$ cat src/rtl/prefetch_unit.sv
// Instruction prefetch queue in front of a combinational program ROM.
// Define PREFETCH_WRAP_STOP_EN to halt fetching after the last ROM address.
module prefetch_unit #(
    parameter int ADDR_W = 12,
    parameter int OPC_W  = 4,
    parameter int OPR_W  = 4,
    parameter int DEPTH  = 2,
    localparam int DATA_W = OPC_W + OPR_W,
    localparam int PTR_W  = $clog2(DEPTH),
    localparam int LVL_W  = PTR_W + 1
) (
    input  logic              clk,
    input  logic              reset_n,
    input  logic              enable,
    output logic [ADDR_W-1:0] rom_addr,
    input  logic [DATA_W-1:0] rom_data,
    input  logic              load,
    input  logic [ADDR_W-1:0] load_addr,
    output logic              valid,
    input  logic              ready,
    output logic [OPC_W-1:0]  instr,
    output logic [OPR_W-1:0]  operand,
    output logic [ADDR_W-1:0] head_pc,
    output logic [LVL_W-1:0]  level
);

    logic [DATA_W-1:0] q_data [DEPTH];
    logic [ADDR_W-1:0] q_pc   [DEPTH];
    logic [PTR_W-1:0]  wr_ptr;
    logic [PTR_W-1:0]  rd_ptr;
    logic [ADDR_W-1:0] fetch_pc;
    logic [ADDR_W-1:0] pc_next;
    logic              fetch_ok;
    logic              fetch;
    logic              pop;
    logic              at_end;

    assign at_end = (fetch_pc == {ADDR_W{1'b1}});

`ifdef PREFETCH_WRAP_STOP_EN
    logic halt;

    // Sticky stop once the last address has been fetched.
    always_ff @(posedge clk or negedge reset_n) begin
        if (!reset_n) begin
            halt <= 1'b0;
        end else if (load) begin
            halt <= 1'b0;
        end else if (fetch && at_end) begin
            halt <= 1'b1;
        end
    end

    assign fetch_ok = !halt;
    assign pc_next  = at_end ? fetch_pc : fetch_pc + ADDR_W'(1);
`else
    assign fetch_ok = 1'b1;
    assign pc_next  = fetch_pc + ADDR_W'(1);
    logic unused_at_end;
    assign unused_at_end = at_end;
`endif

    assign valid = (level != '0);
    assign pop   = enable && !load && valid && ready;
    assign fetch = enable && !load && fetch_ok
                   && ((level < LVL_W'(DEPTH)) || pop);

    assign rom_addr = fetch_pc;
    assign instr    = valid ? q_data[rd_ptr][DATA_W-1:OPR_W] : '0;
    assign operand  = valid ? q_data[rd_ptr][OPR_W-1:0] : '0;
    assign head_pc  = valid ? q_pc[rd_ptr] : '0;

    always_ff @(posedge clk or negedge reset_n) begin
        if (!reset_n) begin
            fetch_pc <= '0;
            wr_ptr   <= '0;
            rd_ptr   <= '0;
            level    <= '0;
            for (int i = 0; i < DEPTH; i++) begin
                q_data[i] <= '0;
                q_pc[i]   <= '0;
            end
        end else if (load) begin
            // Redirect flushes everything queued from the old stream.
            fetch_pc <= load_addr;
            wr_ptr   <= '0;
            rd_ptr   <= '0;
            level    <= '0;
        end else begin
            if (fetch) begin
                q_data[wr_ptr] <= rom_data;
                q_pc[wr_ptr]   <= fetch_pc;
                wr_ptr         <= wr_ptr + PTR_W'(1);
                fetch_pc       <= pc_next;
            end
            if (pop) begin
                rd_ptr <= rd_ptr + PTR_W'(1);
            end
            case ({fetch, pop})
                2'b10:   level <= level + LVL_W'(1);
                2'b01:   level <= level - LVL_W'(1);
                default: level <= level;
            endcase
        end
    end

endmodule

$ cat config.mk
export PLATFORM = sky130hd
export DESIGN_NAME = prefetch_unit
export DESIGN_NICKNAME = d
export VERILOG_FILES = /design/src/rtl/prefetch_unit.sv
export SDC_FILE = /design/constraint.sdc
export NUM_CORES = 1
export LEC_CHECK = 0
export ABC_CLOCK_PERIOD_IN_PS = 3700
export BUFFER_PORTS_ARGS = -buffer_cell sky130_fd_sc_hd__clkbuf_2
export CAP_MARGIN = 15
export CELL_PAD_IN_SITES_DETAIL_PLACEMENT = 1
export CELL_PAD_IN_SITES_GLOBAL_PLACEMENT = 2
export CORE_ASPECT_RATIO = 1.1
export CORE_MARGIN = 5
export CORE_UTILIZATION = 38
export DETAILED_ROUTE_END_ITERATION = 6
export GPL_ROUTABILITY_DRIVEN = 0
export PLACE_DENSITY = 0.87
export SYNTH_ARGS = -nofsm -noshare
export SYNTH_HDL_FRONTEND = slang
export SYNTH_SLANG_ARGS = --single-unit
$ cat constraint.sdc
create_clock -name clk -period 3.7 [get_ports clk]
set_input_delay 0.185 -clock clk [delete_from_list [all_inputs] [get_ports clk]]
set_output_delay 0.185 -clock clk [all_outputs]
set_load 0.1 [all_outputs]
==> results.yml <==
global_route:
  grt.overflow.total: 0
  grt_max_degree: 44
  antenna_found_initial: 0
  grt_usage_pct: 14.93
  grt_pass1_wl_um: 10860
  grt_pass1_vias: 2189
floorplanning:
  std_cell_rows: 32
  die_h_um: 99.81
  core_region_area_um2: 7087
  die_x_um: 91.65
  pin_count: 60
  die_area_um2: 9147
  start_util_pct: 39.32
setup_path:
  worstPathArrival_ns: 3.13
  crit_path_max_fanout: 22
  required_ns: 3.90
  rr_worst_depth: 8
  r2r_slack_ns: 0.78
  crit_type: "reg -> reg"
  timing.rr.start: "level[1]$_DFFE_PN0P_"
  start_kind: "flop"
  critPathCaptureType: "flop"
  timing.rr.end: "q_data[10]$_DFFE_PN0P_"
detailed_routing:
  post_drt_wl_per_cell_um: 16.90
  ant_nets: 0
  via_count: 1974
  avgViaCountPerCell: 5.236
  dr.pass1.iters: 4
  drc: 0
  drtIter0Drc: 62
  routed_wl_um: 6373
synth:
  synth_seq_cells: 56
  syn_avg_cell_area_um2: 11.96
  syn-num-nets: 260
  synth_cell_types: 30
  yosys_warnings: 0
  synthCells: 233
  ys_seq_area_share_pct: 50.29
  netlist_area_um2: 2786
finish:
  area_growth_pct: 16.43
  fillers: 801
  layout-drive-gt1-share_pct: 40.75
  final_common_cell: "clkbuf_2"
  final_cell_mix: "clkbuf_2 (59), dfrtp_1 (56), mux2_2 (40)"
  diodes: 0
  finalNetCount: 318
  final_area_um2: 3244
cts:
  postCtsSetupBuffers: 0
  clockBufferDepth: 2
  clk_latency_ns: 0.31
  cts_tree: "done"
  numCtsBuffers: 5
  cts.sinks: 56
  htreeDepth: 2
  clockRootBuffer: "clkbuf_8"
  path_clk_slew_ns: 0.11
power_and_ir_drop:
  vdd_ir_drop_max_mv: 0.2520
  powerDensity_nw_per_um2: 809.5
  power_leakage_nw: 1.451
placed_design:
  dp_hpwl_um: 4535
  placed_cell_area_um2: 3144
  port_buffers: 59
worst_hold_path:
  hold_end: "rom_addr[2]$_DFFE_PN0P_"
  min_path_cells: 3
  hold_class: "in -> reg"
  min_from: "load_addr[2]"
sta:
  grt_setup_unrepaired: "false"
  skew_ns: 0.01018
  setup_violations: 0
  worst_pin_slew_ns: 1.146
  maxSlewHeadroom_pct: 23.63
  drv_slew: 0
  min_period_over_period_pct: 79.00
  hold_slack_ns: 0.07473
  hold_viol: 0
  timing.final.crit_period_ns: 2.923
  timing.fmax_ghz: 0.3421
  tns_ns: 0
run:
  drv_cap: 0
outcome:
  status: "completed"
==> cell type report <==
type | instances | area (um^2) | area share, %
inverters | 5 | 18.77 | 0.5785
repair buffers | 65 | 342.8 | 10.57
multi-input cells | 158 | 1285 | 39.61
flip-flops and latches | 56 | 1401 | 43.19
well taps | 85 | 106.4 | 3.278
clock buffers | 5 | 68.82 | 2.121
clock inverters | 3 | 21.27 | 0.6556
==> sequential cells by signal, summed over array words and instances (netlist names) <==
name / count
rd_ptr: 1
wr_ptr: 1
q_pc: 24
rom_addr: 12
q_data: 16
level: 2
==> report_power, final <==
part,internal [mW],switching [mW]
combinational,0.339,0.952
sequential,0.828,0.165
clock,0.135,0.207
==> timing repair <==
item,in CTS,in global routing
gates resized for setup,0,0
endpoints found under the hold margin,13,0
hold buffers,1,0
==> worst max-delay path by stage <==
stage,slack [ns],startpoint,to,cells past startpoint
5_1_grt,0.63,level[1]$_DFFE_PN0P_,q_pc[19]$_DFFE_PN0P_,8
3_5_place_dp,0.78,level[1]$_DFFE_PN0P_,q_data[10]$_DFFE_PN0P_,8
3_3_place_gp,0.86,level[1]$_DFFE_PN0P_,q_pc[12]$_DFFE_PN0P_,8
2_1_floorplan,0.44,level[1]$_DFFE_PN0P_,head_pc[0],5
6_report,0.78,level[1]$_DFFE_PN0P_,q_data[10]$_DFFE_PN0P_,8
4_1_cts,0.75,level[1]$_DFFE_PN0P_,q_data[10]$_DFFE_PN0P_,8
==> metrics by stage <==
step                      total power [mW]  util, %  setup WS (ns)  cells
after global routing                 2.775    45.78         0.6305    377
after floorplan                      2.073        -         0.4351    233
after detailed placement             2.312    44.37         0.7770    368
after global placement               2.270    44.37         0.8625    368
final                                2.626    45.78         0.7770    377
after CTS                            2.663    45.78         0.7490    377
==> worst max-delay path, stage by stage, from the launching register on <==
cell	delay (ns)
dfrtp_1	0.65
inv_1	0.15
ha_1	0.21
buf_4	0.21
nand2b_4	0.25
a21boi_4	0.26
nor3b_4	0.40
buf_4	0.31
mux2_2	0.37
==> cells in the mapped netlist <==
cell type | count | area, um^2
a2111o_1 | 1 | 11.26
a2111oi_4 | 2 | 55.05
a211o_1 | 2 | 17.52
a211oi_1 | 3 | 22.52
a21boi_4 | 1 | 18.77
a21oi_1 | 7 | 35.03
and3_1 | 2 | 12.51
buf_2 | 5 | 25.02
buf_6 | 3 | 33.78
clkbuf_1 | 6 | 22.52
dfrtp_1 | 56 | 1401
ha_1 | 2 | 25.02
inv_1 | 5 | 18.77
mux2_2 | 40 | 450.4
mux2i_1 | 21 | 210.2
nand2_1 | 15 | 56.30
nand2b_1 | 2 | 12.51
nand2b_4 | 1 | 13.76
nand3_1 | 6 | 30.03
nand3b_1 | 1 | 7.510
nand4_1 | 2 | 12.51
nand4_4 | 1 | 21.27
nor2_1 | 26 | 97.59
nor3_1 | 1 | 5.000
nor3_2 | 1 | 10.01
nor3b_4 | 1 | 18.77
o21ai_0 | 8 | 40.04
o21ai_1 | 1 | 5.000
xnor2_1 | 10 | 87.58
xor2_1 | 1 | 8.760
==> logic make-up after synthesis <==
family	after synthesis	synth area share (%)
compound gates	25	7.364
buf+inv	19	3.592
xor+xnor	11	3.457
flops	56	50.29
fa+ha+maj	2	0.8979
simple gates	59	10.69
mux	61	23.71
==> routing by layer <==
layer	vias up	GRT usage [%]	part of all wire, %
met1	1006	17.98	44
met5	-	0	0
met4	0	5.568	1.4
li1	931	-	-
met3	5	3.148	3.5
met2	32	26.25	51
No activity file was read; power rests on OpenSTA's default activity.
